$ cat config.mk
export PLATFORM = sky130hd
export DESIGN_NAME = imm_gen_pipe
export DESIGN_NICKNAME = d
export VERILOG_FILES = /design/src/rtl/imm_gen_pipe.sv
export SDC_FILE = /design/constraint.sdc
export NUM_CORES = 1
export LEC_CHECK = 0
export ABC_CLOCK_PERIOD_IN_PS = 8000
export CAP_MARGIN = 20
export CORE_ASPECT_RATIO = 1.25
export CORE_MARGIN = 2
export CORE_UTILIZATION = 45
export CTS_BUF_LIST = sky130_fd_sc_hd__clkbuf_8
export CTS_CLUSTER_DIAMETER = 120
export DETAILED_ROUTE_END_ITERATION = 10
export GPL_ROUTABILITY_DRIVEN = 0
export PLACE_DENSITY = 0.72
export REMOVE_ABC_BUFFERS = 1
export SLEW_MARGIN = 40
export SYNTH_ARGS = -nofsm -noshare
export SYNTH_HDL_FRONTEND = slang
export SYNTH_SLANG_ARGS = --single-unit
$ cat constraint.sdc
create_clock -name clk_i -period 8 [get_ports clk_i]
set_input_delay 1.6 -clock clk_i [delete_from_list [all_inputs] [get_ports clk_i]]
set_output_delay 1.6 -clock clk_i [all_outputs]
set_load 0.005 [all_outputs]
$ cat src/rtl/imm_gen_pipe.sv
`default_nettype none
// ============================================================================
//  Module      : imm_gen_pipe
//  Description : Pipelined RV32I/RV64I immediate generator. Decodes the
//                immediate format straight from the opcode, sign-extends (or,
//                for shift amounts, zero-extends) to XLEN, and buffers the
//                decoded result in a DEPTH-entry valid/ready output FIFO.
//                Optional push statistics are enabled by defining the macro
//                IMM_GEN_STATS_EN (adds acc_cnt_o / ill_cnt_o).
//  Revision    : 1.0 - initial release
// ============================================================================
module imm_gen_pipe #(
   parameter int XLEN  = 32,
   parameter int DEPTH = 2,
   parameter int CNT_W = 16
) (
   input  logic             clk_i,
   input  logic             rst_i,
   input  logic             valid_i,
   output logic             ready_o,
   input  logic [31:0]      instr_i,
   output logic             valid_o,
   input  logic             ready_i,
   output logic [XLEN-1:0]  imm_o,
   output logic [2:0]       fmt_o,
   output logic             illegal_o
`ifdef IMM_GEN_STATS_EN
   ,
   output logic [CNT_W-1:0] acc_cnt_o,
   output logic [CNT_W-1:0] ill_cnt_o
`endif
);

   // Format codes presented on fmt_o
   localparam logic [2:0] c_FMT_I     = 3'd0;
   localparam logic [2:0] c_FMT_S     = 3'd1;
   localparam logic [2:0] c_FMT_B     = 3'd2;
   localparam logic [2:0] c_FMT_U     = 3'd3;
   localparam logic [2:0] c_FMT_J     = 3'd4;
   localparam logic [2:0] c_FMT_SHAMT = 3'd5;
   localparam logic [2:0] c_FMT_NONE  = 3'd7;

   // Major opcodes that carry an immediate
   localparam logic [6:0] c_OP_LOAD   = 7'b0000011;
   localparam logic [6:0] c_OP_JALR   = 7'b1100111;
   localparam logic [6:0] c_OP_OPIMM  = 7'b0010011;
   localparam logic [6:0] c_OP_STORE  = 7'b0100011;
   localparam logic [6:0] c_OP_BRANCH = 7'b1100011;
   localparam logic [6:0] c_OP_LUI    = 7'b0110111;
   localparam logic [6:0] c_OP_AUIPC  = 7'b0010111;
   localparam logic [6:0] c_OP_JAL    = 7'b1101111;

   localparam int c_PTR_W = (DEPTH > 1) ? $clog2(DEPTH) : 1;
   localparam int c_CNT_W = c_PTR_W + 1;
   localparam logic [c_CNT_W-1:0] c_FULL = c_CNT_W'(DEPTH);

   // Elaboration-time parameter legality checks
   if (XLEN != 32 && XLEN != 64) begin : g_chk_xlen
      $error("imm_gen_pipe: XLEN must be 32 or 64");
   end
   if (DEPTH < 2 || (DEPTH & (DEPTH - 1)) != 0) begin : g_chk_depth
      $error("imm_gen_pipe: DEPTH must be a power of two, at least 2");
   end
   if (CNT_W < 1) begin : g_chk_cnt_w
      $error("imm_gen_pipe: CNT_W must be at least 1");
   end

   // ------------------------------------------------------------------------
   // Decode
   // ------------------------------------------------------------------------
   logic [6:0]      w_opcode;
   logic [2:0]      w_funct3;
   logic [31:0]     w_raw;
   logic            w_sext;
   logic [2:0]      w_fmt;
   logic            w_ill;
   logic [XLEN-1:0] w_imm;

   assign w_opcode = instr_i[6:0];
   assign w_funct3 = instr_i[14:12];

   // Pick the immediate field layout from the opcode and extend it to XLEN
   always_comb begin
      w_raw  = 32'h0;
      w_sext = 1'b1;
      w_fmt  = c_FMT_NONE;
      w_ill  = 1'b1;
      case (w_opcode)
         c_OP_LOAD, c_OP_JALR: begin
            w_fmt = c_FMT_I;
            w_ill = 1'b0;
            w_raw = {{20{instr_i[31]}}, instr_i[31:20]};
         end
         c_OP_OPIMM: begin
            w_ill = 1'b0;
            if (w_funct3 == 3'b001 || w_funct3 == 3'b101) begin
               // Shift amount: funct7 is not part of the value, never signed
               w_fmt  = c_FMT_SHAMT;
               w_sext = 1'b0;
               if (XLEN == 64) begin
                  w_raw = {26'h0, instr_i[25:20]};
               end else begin
                  w_raw = {27'h0, instr_i[24:20]};
               end
            end else begin
               w_fmt = c_FMT_I;
               w_raw = {{20{instr_i[31]}}, instr_i[31:20]};
            end
         end
         c_OP_STORE: begin
            w_fmt = c_FMT_S;
            w_ill = 1'b0;
            w_raw = {{20{instr_i[31]}}, instr_i[31:25], instr_i[11:7]};
         end
         c_OP_BRANCH: begin
            w_fmt = c_FMT_B;
            w_ill = 1'b0;
            w_raw = {{19{instr_i[31]}}, instr_i[31], instr_i[7],
                     instr_i[30:25], instr_i[11:8], 1'b0};
         end
         c_OP_LUI, c_OP_AUIPC: begin
            w_fmt = c_FMT_U;
            w_ill = 1'b0;
            w_raw = {instr_i[31:12], 12'h000};
         end
         c_OP_JAL: begin
            w_fmt = c_FMT_J;
            w_ill = 1'b0;
            w_raw = {{11{instr_i[31]}}, instr_i[31], instr_i[19:12],
                     instr_i[20], instr_i[30:21], 1'b0};
         end
         default: begin
            w_fmt  = c_FMT_NONE;
            w_ill  = 1'b1;
            w_raw  = 32'h0;
            w_sext = 1'b0;
         end
      endcase
      // Upper bits (XLEN=64 only) replicate bit 31 for signed formats
      w_imm       = {XLEN{w_sext & w_raw[31]}};
      w_imm[31:0] = w_raw;
   end

   // ------------------------------------------------------------------------
   // Output FIFO
   // ------------------------------------------------------------------------
   logic [XLEN-1:0]    r_imm_mem [DEPTH];
   logic [2:0]         r_fmt_mem [DEPTH];
   logic               r_ill_mem [DEPTH];
   logic [c_PTR_W-1:0] r_wr_ptr;
   logic [c_PTR_W-1:0] r_rd_ptr;
   logic [c_CNT_W-1:0] r_count;
   logic               w_push;
   logic               w_pop;
   logic               w_empty;

   assign w_empty = (r_count == '0);
   // Readiness comes only from the registered count, so a pop in a full
   // cycle never opens the door for a same-cycle push.
   assign ready_o = (r_count != c_FULL);
   assign valid_o = ~w_empty;
   assign w_push  = valid_i & ready_o;
   assign w_pop   = valid_o & ready_i;

   // Store the already-decoded entry; entries are never re-decoded later
   always_ff @(posedge clk_i) begin
      if (w_push) begin
         r_imm_mem[r_wr_ptr] <= w_imm;
         r_fmt_mem[r_wr_ptr] <= w_fmt;
         r_ill_mem[r_wr_ptr] <= w_ill;
      end
   end

   // Pointer and occupancy tracking; pointers wrap naturally (power-of-two depth)
   always_ff @(posedge clk_i or posedge rst_i) begin
      if (rst_i) begin
         r_wr_ptr <= '0;
         r_rd_ptr <= '0;
         r_count  <= '0;
      end else begin
         if (w_push) begin
            r_wr_ptr <= r_wr_ptr + c_PTR_W'(1);
         end
         if (w_pop) begin
            r_rd_ptr <= r_rd_ptr + c_PTR_W'(1);
         end
         case ({w_push, w_pop})
            2'b10:   r_count <= r_count + c_CNT_W'(1);
            2'b01:   r_count <= r_count - c_CNT_W'(1);
            default: r_count <= r_count;
         endcase
      end
   end

   // Present the head entry, or the idle values while the FIFO is empty
   always_comb begin
      imm_o     = '0;
      fmt_o     = c_FMT_NONE;
      illegal_o = 1'b0;
      if (!w_empty) begin
         imm_o     = r_imm_mem[r_rd_ptr];
         fmt_o     = r_fmt_mem[r_rd_ptr];
         illegal_o = r_ill_mem[r_rd_ptr];
      end
   end

`ifdef IMM_GEN_STATS_EN
   // ------------------------------------------------------------------------
   // Push statistics
   // ------------------------------------------------------------------------
   logic [CNT_W-1:0] r_acc_cnt;
   logic [CNT_W-1:0] r_ill_cnt;

   // Saturating counters of accepted and illegal instructions
   always_ff @(posedge clk_i or posedge rst_i) begin
      if (rst_i) begin
         r_acc_cnt <= '0;
         r_ill_cnt <= '0;
      end else if (w_push) begin
         if (r_acc_cnt != '1) begin
            r_acc_cnt <= r_acc_cnt + CNT_W'(1);
         end
         if (w_ill && r_ill_cnt != '1) begin
            r_ill_cnt <= r_ill_cnt + CNT_W'(1);
         end
      end
   end

   assign acc_cnt_o = r_acc_cnt;
   assign ill_cnt_o = r_ill_cnt;
`endif

endmodule
`default_nettype wire

==> results by group <==
Pwr
  – Comb power frac: 37.8%
  – Worst ir drop on vdd: 224 uV
  – Sw Ratio: 30.0%
  – NetSw: 430 uW
  – Overall power: 1.43 mW
  – Internal power: 1.00 mW
  – Pwr Density: 315 nW/um2
  – Clock power share: 18.9%
  – Seq pwr share: 43.3%
  – Leakage: 1.80 nW

Synth
  – Cell Area, Synth: 3520 um2
  – Yosys cell types: 40
  – Count leader, synth: edfxtp_1
  – Synth Warn #: 0
  – Top cells by area, synth: edfxtp_1 61%, mux2i_1 11%, nor2_1 4.5%
  – Sequential share of the synthesized area: 64.2%
  – Main synth FF type: edfxtp_1
  – Syn Inst Count: 262
  – Syn Area/Cell: 13.5 um2
  – Synthesis-stage register bit count: 76
  – Post-synth EDFFs: 72
  – Synth area leader: edfxtp_1
  – Post-synth top area share: 61.3%
  – Most common library cells after synthesis: 72 x edfxtp_1, 42 x nor2_1, 37 x mux2i_1, 20 x a21o_1, 14 x nand2_1
  – Asr flop ratio synth: 5.26%

Timing
  – RSZ-0062 raised after global routing: false
  – Setup TNS: 0 ns
  – Relative slew slack: 56.0%
  – Maximum clock frequency: 248 MHz
  – Min cycle time layout: 4.04 ns
  – Worst-Margin Slew: 0.660 ns
  – Final Cycle Share: 50.5%
  – Max Slew Vio Count: 0
  – Hold Violations, Final: 0
  – Final Setup Violations: 0
  – Final Skew: 0.00825 ns

Outcome
  – Status: finished clean

Floorplan
  – Initial core utilization: 45.8%
  – IO Count: 74
  – DIE AREA: 8560 um2
  – Chip width: 83.2 um
  – Cell Rows: 36
  – Core footprint: 7700 um2
  – Die extent in y: 103 um

Global route
  – Pin count of the biggest net entering global routing: 38
  – Overall routing resource usage: 17.0%
  – Initial antenna violation count: 0
  – First-pass GRT wire length: 11200 um
  – Vias in the first global route: 2294
  – GRT overflow: 0

Detailed routing
  – Detailed-route DRC error count: 0
  – Vias per cell: 5.20
  – Via count: 2267
  – WL per Instance: 16.2 um
  – Final ANT Viol Nets: 0
  – Drt first pass iters: 4
  – Post-Route WL: 7060 um
  – DRT iter0 DRCs: 115

Setup path
  – CP Data Required Time: 6.40 ns
  – Arrival time worst endpoint: 2.44 ns
  – CP startpoint: r_count[0]
  – CP peak stage delay: 0.53 ns
  – Worst-path cell chain: nor2_2 -> buf_4 -> inv_1 -> nand2_1 -> clkdlybuf4s50_1
  – Crit end category: output pin
  – Crit Path Category: reg2out
  – Critical-path top delay cell: nor2_2
  – CP max FO: 20
  – Worst setup SP type: flip-flop
  – Reg-to-reg startpoint: r_count[0]

CTS
  – Hold Buf Count CTS: 0
  – Clock Latency Late Sink: 0.34 ns
  – Post-CTS setup buffers: 0
  – Clock root buffer master: clkbuf_8
  – CTS Buffer Depth: 2
  – Clock Pin Slew Worst Setup and Hold Paths: 0.07 ns
  – Clk sinks: 76
  – H-tree Lvls: 3
  – Post_cts resized: 0
  – Clock tree from TritonCTS: yes
  – CTS buffer count: 9

Hold path
  – HP Class: reg2reg
  – Hold path startpoint: r_count[1]

Placed design
  – Port-buffer cells: 73
  – Detailed placement HPWL: 4940 um

Layout
  – Layout area overhead: 28.8%
  – Antenna cell count: 0
  – Share of layout cells above drive strength 1: 8.21%
  – Net count, final: 373

Flow run
  – Max cap viols: 0
[final cells by class]
| cell class | instances | area, um2 |
|---|---|---|
| Timing Repair Buffer | 76 | 781 |
| Clock buffer | 9 | 124 |
| Fill cell | 623 | 3160 |
| Multi-Input combinational cell | 169 | 1180 |
| Tap cell | 95 | 119 |
| Clock inverter | 7 | 57.6 |
| Inverter | 4 | 15.0 |
| Sequential cell | 76 | 2270 |
[worst max-delay path: cells and delay by family, from the launching register on]
family | cells | cell delay, ns
buffers and inverters | 3 | 1.03
flip-flops | 1 | 0.43
AND/OR/NAND/NOR | 2 | 0.63
[sequential cells by signal, summed over array words and instances, names as in the netlist]
signal and flops:
r_imm_mem 64, r_wr_ptr 1, r_rd_ptr 1, r_count 2, r_fmt_mem 6, r_ill_mem 2
[cells by family (layout without fill, tap and decap cells)]
kind of cell | Yosys count | in the layout | synth area share (%)
simple gates | 85 | 85 | 11.8
flops | 76 | 76 | 64.2
compound gates | 41 | 41 | 9.02
mux | 37 | 37 | 10.5
buf+inv | 17 | 96 | 2.91
xor+xnor | 5 | 5 | 1.24
fa+ha+maj | 1 | 1 | 0.355
[path summary, 6_finish.rpt]
| path | end | cells past startpoint | slack (ns) |
|---|---|---|---|
| setup / recovery | fmt_o[0] | 5 | 3.96 |
| hold / removal | r_count[1] | 1 | 0.52 |
| setup reg to reg | r_count[1] | 7 | 5.61 |
| hold reg to reg | r_count[1] | 1 | 0.52 |
| max in group asynchronous | r_rd_ptr | 2 | 6.39 |
| min in group asynchronous | r_wr_ptr | 2 | 1.44 |
[layout by cell type (no fill, tap or decap), drive strengths merged, types with 5 or more instances in the layout]
| cell | instances |
|---|---|
| a21o | 21 |
| clkbuf | 9 |
| clkdlybuf4s50 | 73 |
| clkinv | 5 |
| edfxtp | 72 |
| mux2i | 37 |
| nand2 | 14 |
| nand3 | 6 |
| nor2 | 42 |
| nor2b | 7 |
| o21ai | 5 |
[per-layer routing]
metal,GRT usage (%),vias to the layer above,routed length (um)
met5,0,-,0
met4,9.21,0,158
met3,2.40,15,288
met2,30.8,63,3640
met1,19.9,1077,2980
li1,-,1112,-
[stage by stage]
stage / util, % / worst slack, ns / instance area, um2 / instances / hold slack [ns]
6_report: 58.9 / 3.96 / 4540 / 436 / 0.518
4_1_cts: 58.9 / 3.89 / 4540 / 436 / 0.519
3_3_place_gp: 55.9 / 4.31 / 4310 / 418 / 0.496
5_1_grt: 58.9 / 3.79 / 4540 / 436 / 0.544
2_1_floorplan: - / 4.36 / 3440 / 249 / 0.460
3_5_place_dp: 56.6 / 4.28 / 4360 / 420 / 0.505
[power by group through the flow]
| stage | clock, mW | combinational (mW) | sequential, mW |
|---|---|---|---|
| 2_1_floorplan | 0 | 0.243 | 0.610 |
| 3_3_place_gp | 0 | 0.534 | 0.627 |
| 3_5_place_dp | 0 | 0.551 | 0.631 |
| 4_1_cts | 0.277 | 0.554 | 0.622 |
| 5_1_grt | 0.290 | 0.590 | 0.631 |
| 6_report | 0.270 | 0.541 | 0.620 |
(Power assumes the default switching activity.)
